===== config.mk =====
export PLATFORM = sky130hd
export DESIGN_NAME = kpn_adder_firing_ctrl_flat
export DESIGN_NICKNAME = d
export VERILOG_FILES = /design/src/rtl/kpn_adder_firing_ctrl_pkg.sv /design/src/rtl/kpn_adder_firing_ctrl_if.sv /design/src/rtl/kpn_adder_firing_ctrl_timer.sv /design/src/rtl/kpn_adder_firing_ctrl.sv /design/src/flat_wrapper.sv
export SDC_FILE = /design/constraint.sdc
export NUM_CORES = 1
export LEC_CHECK = 0
export BUFFER_PORTS_ARGS = -buffer_cell sky130_fd_sc_hd__clkbuf_2
export CAP_MARGIN = 20
export CORE_ASPECT_RATIO = 1.25
export CORE_MARGIN = 10
export CORE_UTILIZATION = 57
export CTS_BUF_LIST = sky130_fd_sc_hd__clkbuf_16
export DETAILED_ROUTE_END_ITERATION = 7
export PLACE_DENSITY_LB_ADDON = 0.15
export SLEW_MARGIN = 20
export SYNTH_ARGS = -nofsm -noshare
export SYNTH_HDL_FRONTEND = slang
export SYNTH_SLANG_ARGS = --single-unit

===== constraint.sdc =====
create_clock -name clk -period 2.5 [get_ports clk]
set_input_delay 0.375 -clock clk [delete_from_list [all_inputs] [get_ports clk]]
set_output_delay 0.375 -clock clk [all_outputs]
set_load 0.02 [all_outputs]

===== src/rtl/kpn_adder_firing_ctrl_pkg.sv =====
// Shared constants for KPN node firing controllers.
// State encoding, default counter widths and latency-timer width.
package kpn_ctrl_pkg;

    localparam logic [1:0] IDLE    = 2'd0;
    localparam logic [1:0] READ    = 2'd1;
    localparam logic [1:0] COMPUTE = 2'd2;
    localparam logic [1:0] WRITE   = 2'd3;

    localparam int DEF_CNT_W   = 16;
    localparam int DEF_STALL_W = 8;
    localparam int TMR_W       = 4;

endpackage


===== src/rtl/kpn_adder_firing_ctrl_if.sv =====
// FIFO-status / strobe bundle between the adder firing controller and
// the surrounding FIFOs; master is the controller side.
interface kpn_adder_firing_ctrl_if #(
    parameter int CNT_W   = 16,
    parameter int STALL_W = 8
);

    logic               enable;
    logic               in1_empty;
    logic               in2_empty;
    logic               out_full;
    logic               rd;
    logic               wr;
    logic               busy;
    logic [CNT_W-1:0]   fire_count;
    logic [STALL_W-1:0] stall_cycles;
    logic               done;

    modport master (
        input  enable, in1_empty, in2_empty, out_full,
        output rd, wr, busy, fire_count, stall_cycles, done
    );

    modport slave (
        output enable, in1_empty, in2_empty, out_full,
        input  rd, wr, busy, fire_count, stall_cycles, done
    );

endinterface


===== src/rtl/kpn_adder_firing_ctrl_timer.sv =====
// kpn_latency_timer: loadable down-counter with a zero flag, shared by
// KPN node controllers to pace compute latency.
module kpn_latency_timer
    import kpn_ctrl_pkg::*;
#(
    parameter int W = TMR_W
) (
    input  logic         clk,
    input  logic         reset,
    input  logic         load,
    input  logic [W-1:0] load_val,
    input  logic         dec,
    output logic         zero
);

    logic [W-1:0] cnt;

    always_ff @(posedge clk or posedge reset) begin
        if (reset) begin
            cnt <= '0;
        end else if (load) begin
            cnt <= load_val;
        end else if (dec && cnt != '0) begin
            cnt <= cnt - W'(1);
        end
    end

    assign zero = (cnt == '0);

endmodule


===== src/rtl/kpn_adder_firing_ctrl.sv =====
// Firing controller for a two-input KPN adder node.
// Optional firing budget enabled by defining FIRE_LIMIT_EN.
module kpn_adder_firing_ctrl
    import kpn_ctrl_pkg::*;
#(
    parameter int ADD_LAT = 1,
    parameter int CNT_W   = DEF_CNT_W,
    parameter int STALL_W = DEF_STALL_W
`ifdef FIRE_LIMIT_EN
    ,
    parameter int MAX_FIRINGS = 1000
`endif
) (
    input  logic                    clk,
    input  logic                    reset,
    kpn_adder_firing_ctrl_if.master bus
);

    logic [1:0]         state;
    logic [1:0]         state_nxt;
    logic [CNT_W-1:0]   fire_cnt;
    logic [STALL_W-1:0] stall_cnt;
    logic               done_q;
    logic               ready;
    logic               last_fire;
    logic               tmr_zero;
    logic               wr_int;

    assign wr_int = (state == WRITE) && !bus.out_full;

    assign ready = bus.enable && !bus.in1_empty && !bus.in2_empty &&
                   !bus.out_full && !done_q;

`ifdef FIRE_LIMIT_EN
    // This write exhausts the budget: suppress a back-to-back READ too
    assign last_fire = wr_int &&
                       ((fire_cnt + CNT_W'(1)) == CNT_W'(MAX_FIRINGS));

    always_ff @(posedge clk or posedge reset) begin
        if (reset) begin
            done_q <= 1'b0;
        end else if (last_fire) begin
            done_q <= 1'b1;
        end
    end
`else
    assign last_fire = 1'b0;
    assign done_q    = 1'b0;
`endif

    kpn_latency_timer #(
        .W (TMR_W)
    ) u_timer (
        .clk      (clk),
        .reset    (reset),
        .load     (state == READ),
        .load_val (TMR_W'(ADD_LAT - 1)),
        .dec      (state == COMPUTE),
        .zero     (tmr_zero)
    );

    always_comb begin
        state_nxt = IDLE;
        case (state)
            IDLE:    state_nxt = ready ? READ : IDLE;
            READ:    state_nxt = COMPUTE;
            COMPUTE: state_nxt = tmr_zero ? WRITE : COMPUTE;
            WRITE: begin
                if (bus.out_full) begin
                    state_nxt = WRITE;
                end else if (ready && !last_fire) begin
                    state_nxt = READ;
                end else begin
                    state_nxt = IDLE;
                end
            end
            default: state_nxt = IDLE;
        endcase
    end

    always_ff @(posedge clk or posedge reset) begin
        if (reset) begin
            state <= IDLE;
        end else begin
            state <= state_nxt;
        end
    end

    always_ff @(posedge clk or posedge reset) begin
        if (reset) begin
            fire_cnt <= '0;
        end else if (wr_int) begin
            fire_cnt <= fire_cnt + CNT_W'(1);
        end
    end

    always_ff @(posedge clk or posedge reset) begin
        if (reset) begin
            stall_cnt <= '0;
        end else if (state == WRITE && bus.out_full && stall_cnt != '1) begin
            stall_cnt <= stall_cnt + STALL_W'(1);
        end
    end

    assign bus.rd           = (state == READ);
    assign bus.wr           = wr_int;
    assign bus.busy         = (state != IDLE);
    assign bus.fire_count   = fire_cnt;
    assign bus.stall_cycles = stall_cnt;
    assign bus.done         = done_q;

endmodule

===== src/flat_wrapper.sv =====
// flat-port wrapper written by rule: the top's interface ports become plain ports
module kpn_adder_firing_ctrl_flat import kpn_ctrl_pkg::*;
#(
    parameter int ADD_LAT = 1,
    parameter int CNT_W   = DEF_CNT_W,
    parameter int STALL_W = DEF_STALL_W

)
  (clk, reset, bus_enable, bus_in1_empty, bus_in2_empty, bus_out_full, bus_rd, bus_wr, bus_busy, bus_fire_count, bus_stall_cycles, bus_done);
  kpn_adder_firing_ctrl_if #(.CNT_W(CNT_W), .STALL_W(STALL_W)) bus_i ();
  input  logic clk;
  input  logic reset;
  input wire logic [$bits(bus_i.enable)-1:0] bus_enable;
  input wire logic [$bits(bus_i.in1_empty)-1:0] bus_in1_empty;
  input wire logic [$bits(bus_i.in2_empty)-1:0] bus_in2_empty;
  input wire logic [$bits(bus_i.out_full)-1:0] bus_out_full;
  output wire logic [$bits(bus_i.rd)-1:0] bus_rd;
  output wire logic [$bits(bus_i.wr)-1:0] bus_wr;
  output wire logic [$bits(bus_i.busy)-1:0] bus_busy;
  output wire logic [$bits(bus_i.fire_count)-1:0] bus_fire_count;
  output wire logic [$bits(bus_i.stall_cycles)-1:0] bus_stall_cycles;
  output wire logic [$bits(bus_i.done)-1:0] bus_done;
  assign bus_i.enable = bus_enable;
  assign bus_i.in1_empty = bus_in1_empty;
  assign bus_i.in2_empty = bus_in2_empty;
  assign bus_i.out_full = bus_out_full;
  assign bus_rd = bus_i.rd;
  assign bus_wr = bus_i.wr;
  assign bus_busy = bus_i.busy;
  assign bus_fire_count = bus_i.fire_count;
  assign bus_stall_cycles = bus_i.stall_cycles;
  assign bus_done = bus_i.done;
  kpn_adder_firing_ctrl #(.ADD_LAT(ADD_LAT), .CNT_W(CNT_W), .STALL_W(STALL_W)) u_core (.clk(clk), .reset(reset), .bus(bus_i));
endmodule

Word level (Yosys, flattened, before mapping). Cells that the tools add are included.

Register bits after elaboration: 30. Input bits: 6. Output and inout port bits: 28. Logic and storage cells: 32.

Add/sub/neg operators: 3. Equality and inequality tests: 4. Muxes and demuxes: 6. Reductions and logical operators: 15.

Operators with widths (count): 16-bit by 1-bit adder with 16-bit output (second input constant) (1); 8-bit by 1-bit adder with 8-bit output (second input constant) (1); 4-bit 2-to-1 mux (2); 8-bit != test (second input constant) (1); 2-bit one-hot mux with 4 select lines (1); 1-bit logical AND (7); 2-bit equality test (second input constant) (2); 4-bit zero test (1); 2-bit nonzero test (2); 4-bit nonzero test (1); 4-bit by 1-bit subtractor with 4-bit output (second input constant) (1); 1-bit zero test (3); 2-bit by 1-bit equality test with 1-bit output (second input constant) (1); 2-bit zero test (1); 1-bit 2-to-1 mux (2); 2-bit 2-to-1 mux (1).

Depth between registers and ports, before layout.
Depth in word-level cells: 7. Mapped depth: 6. Mapped depth without buffers: 6.

Modules after synthesis. Synthesis repeated with hierarchy kept, for this count alone.

Cells, all modules: 139. Area total of the unflattened synthesis: 1486.4 um^2.

Modules (own cells, without submodules): kpn_adder_firing_ctrl (times used 1, cells each 111, area each 1224.9 um^2, sequential area each 650.6 um^2); kpn_latency_timer (times used 1, cells each 28, area each 261.5 um^2, sequential area each 100.1 um^2).

Least setup slack after synthesis. OpenSTA, ideal clock, no wires.

Kind: flip-flop to flip-flop. Start point: reg u_core.stall_cnt[0], in the netlist u_core.bus.stall_cycles[0]. End point: reg u_core.stall_cnt[1], in the netlist u_core.bus.stall_cycles[1]. Setup time: 125 ps. Arrival: 1510 ps. Setup slack: 866 ps. Stages on the path, launching flop included: 5. Clock period less this slack: 1634 ps. Cells stage by stage: dfrtp_1 ha_1 and4_1 a41o_1 mux2_2.

Longest elaborated chain between the ends: 2. Elaborated cells between the ends (all ways): 3.

Ends and longest elaborated chain: from (decl) (line kpn_adder_firing_ctrl.sv:22) `logic [STALL_W-1:0] stall_cnt;`; from (signal assigned) (line kpn_adder_firing_ctrl.sv:101) `stall_cnt <= stall_cnt + STALL_W'(1);`; branches (longest 2 deep; another with 8-bit by 1-bit adder with 8-bit output).

Parallel ways; which one is timed is not known. A chain may end at the register's enable or synchronous reset.

Final worst setup path.
Start point: reg u_core.state[0]. End point: out bus_wr.

Longest elaborated chain between the ends: 2.

Ends and longest elaborated chain: from (decl) (line kpn_adder_firing_ctrl.sv:19) `logic [1:0] state;`; from (signal assigned) (line kpn_adder_firing_ctrl.sv:85) `state <= state_nxt;`; 2-bit equality test (line kpn_adder_firing_ctrl.sv:29) `assign wr_int = (state == WRITE) && !bus.out_full;`; 1-bit logical AND (line kpn_adder_firing_ctrl.sv:29); to (decl) (line flat_wrapper.sv:18) `output wire logic [$bits(bus_i.wr)-1:0] bus_wr;`.

No other way between the ends.

==> flow_metrics.env <==
export IMPL_area_growth_pct=21.9
export IMPL_r2r_start="u_core.state[0]"
export IMPL_ys_seq_area_frac=0.495
export IMPL_synth_fp_nets=153
export IMPL_worst_pin_slew_ns=0.593
export IMPL_fp_dieH_um=77.7
export IMPL_die_w_um=66.1
export IMPL_syn_avg_cell_area_sq_um=10.6
export IMPL_totalPowerFinal_mw=1.80
export IMPL_placed_cell_area_sq_um=1710
export IMPL_vias_per_cell=5.47
export IMPL_synth_area_leaders="dfrtp_1 50%, xnor2_1 6.9%, nand3_1 4.3%"
export IMPL_startpoint_type="register"
export IMPL_synthDistinctLibCells=35
export IMPL_cts_path_max_buffers=2
export IMPL_first_iter_violations=69
export IMPL_fmax_mhz=544
export IMPL_final_common_cell="clkbuf_2"
export IMPL_dieArea_sq_um=5140
export IMPL_synth_flop_cell="dfrtp_1"
export IMPL_design_area_sq_um=1850
export IMPL_num_nets_final=190
export IMPL_skew_ns=0.00227
export IMPL_critPathMaxFanout=15
export IMPL_dp_slack_ns=0.774
export IMPL_cts_buffers=5
export IMPL_synth_warnings=0
export IMPL_antenna_found_initial=0
export IMPL_cts_hold_buf=0
export IMPL_syn_area_sq_um=1520
export IMPL_gp_congestion=0.827
export IMPL_setup_tns_ns=0
export IMPL_start_util=0.606
export IMPL_root_buffer="clkbuf_16"
export IMPL_clkSinkCount=30
export IMPL_post_route_period_util=0.735
export IMPL_ios=34
export IMPL_io_buffers=32
export IMPL_grt_overflow=0
export IMPL_synth_seq_cells=30
export IMPL_hold_viol=0
export IMPL_critPathRequiredTime_ns=2.12
export IMPL_crit_start="u_core.state[0]"
export IMPL_rows=20
export IMPL_slew_violations=0
export IMPL_num_vias=1170
export IMPL_yosys_area_top_type="dfrtp_1"
export IMPL_dp_cells=206
export IMPL_final_setup_viol_count=0
export IMPL_outcome="finished clean"
export IMPL_clk_pin_slew_worst_paths_ns=0.05
export IMPL_post_cts_resized=0
export IMPL_fin_util=0.739
export IMPL_path_cells="nand3b_4 -> inv_1 -> clkbuf_2"
export IMPL_ir_drop_uv=747
export IMPL_powerDensity_nw_per_um2=976
export IMPL_holdWs_ns=0.144
export IMPL_drt_pass1_iter_count=4
export IMPL_drc=0
export IMPL_max_cap_violations=0
export IMPL_post_dp_hpwl_mm=2.37
export IMPL_worstPathArrival_ns=1.46
export IMPL_rsz0062_at_grt="no"
export IMPL_grt_start_max_net_pins=17
export IMPL_first_global_vias=1181
export IMPL_clk_latency_ns=0.27
export IMPL_grt_total_usage=0.141
export IMPL_cp_slowest_cell="dfrtp_1"
export IMPL_fin_crit_ns=1.84
export IMPL_core_sq_um=2500
export IMPL_synthArstFlopShare=1.00
export IMPL_final_cell_mix="32 x clkbuf_2, 30 x dfrtp_1, 14 x nand2_1"
export IMPL_cts_tree="built"
export IMPL_layout_setup_ws_ns=0.662
export IMPL_leakage_nw=0.971
export IMPL_max_stage_delay_ns=0.61
export IMPL_final_antenna_net_count=0
export IMPL_synth_edf_count=0
export IMPL_yosys_area_top_type_share=0.495
export IMPL_insertedDiodeCount=0
export IMPL_htreeDepth=2
export IMPL_drive_gt1_frac=0.254
export IMPL_final_cells=214
export IMPL_wirelength_mm=3.41
export IMPL_setup_worst_path_class="register to primary output"
export IMPL_postCtsSetupRepairBufs=0
export IMPL_syn_inst=143
export IMPL_slew_limit_headroom=0.605
export IMPL_routedWlPerCell_um=16.0
export IMPL_cp_end_kind="primary output"
export IMPL_grt_pass1_wl_mm=5.71
export IMPL_hold_class="primary input to async pin"
[flip-flops by register name, summed over array words and instances, names as in the netlist]
| register | count |
|---|---|
| u_core.u_timer.cnt | 4 |
| u_core.state | 2 |
| u_core.bus.stall_cycles | 8 |
| u_core.bus.fire_count | 16 |
[synth_stat cells (all sizes together) (3+ instances only)]
master and number:
nand3 13, xor2 5, a22o 3, and4 3
inv 9, nand4 4, dfrtp 30, a21oi 4
xnor2 12, nand3b 3, ha 4, nand2 14
nor3b 3, nor2 9
[layout make-up]
type                       instances  area [sq um]
sequential                        30           751
multi-input combinational        101           717
fill                             187           654
timing repair buffer              33           168
clock buffer                       5           125
tap                               33          41.3
inverter                           9          33.8
clock inverter                     3          12.5
[routing by layer]
layer,GRT usage,share of wire,vias up
li1,-,-,572
met1,0.163,0.42,559
met2,0.220,0.49,34
met3,0.0560,0.072,5
met4,0.0693,0.018,0
met5,0,0,-
[where the power goes]
part / leakage (nW) / switching, mW / total (mW) / internal (mW)
registers: 0.392 / 0.174 / 0.755 / 0.581
logic: 0.507 / 0.291 / 0.487 / 0.197
clock network: 0.0724 / 0.203 / 0.561 / 0.359
[critical path: cells and delay by family, from the launching register on]
kind                   cells  cell delay, ns
DFF                        1            0.61
buffers and inverters      2            0.35
and+or+nand+nor            1            0.23
[final timing paths]
| check | end | slack (ns) | depth (start not counted) |
|---|---|---|---|
| max in group asynchronous | u_core.bus.fire_count[11] | 1.72 | 3 |
| min reg2reg | u_core.bus.fire_count[15] | 0.51 | 1 |
| min in group clk | u_core.state[0] | 0.47 | 3 |
| max | bus_wr | 0.66 | 3 |
| min | u_core.bus.stall_cycles[6] | 0.14 | 2 |
| max reg2reg | u_core.bus.stall_cycles[7] | 0.73 | 4 |
[cell families (layout without fill, tap and decap cells)]
family                   Yosys count  count (layout)  synth area share
AO/OA/AOI/OAI                     12              12            0.0561
XOR/XNOR                          17              17            0.0982
adder cells (fa/ha/maj)            4               4            0.0330
buffers and inverters             12              50            0.0322
flip-flops                        30              30             0.495
multiplexers                       4               4            0.0281
other                              1               1           0.00247
AND/OR/NAND/NOR                   63              63             0.255
Power figures use the tool's default switching activity.
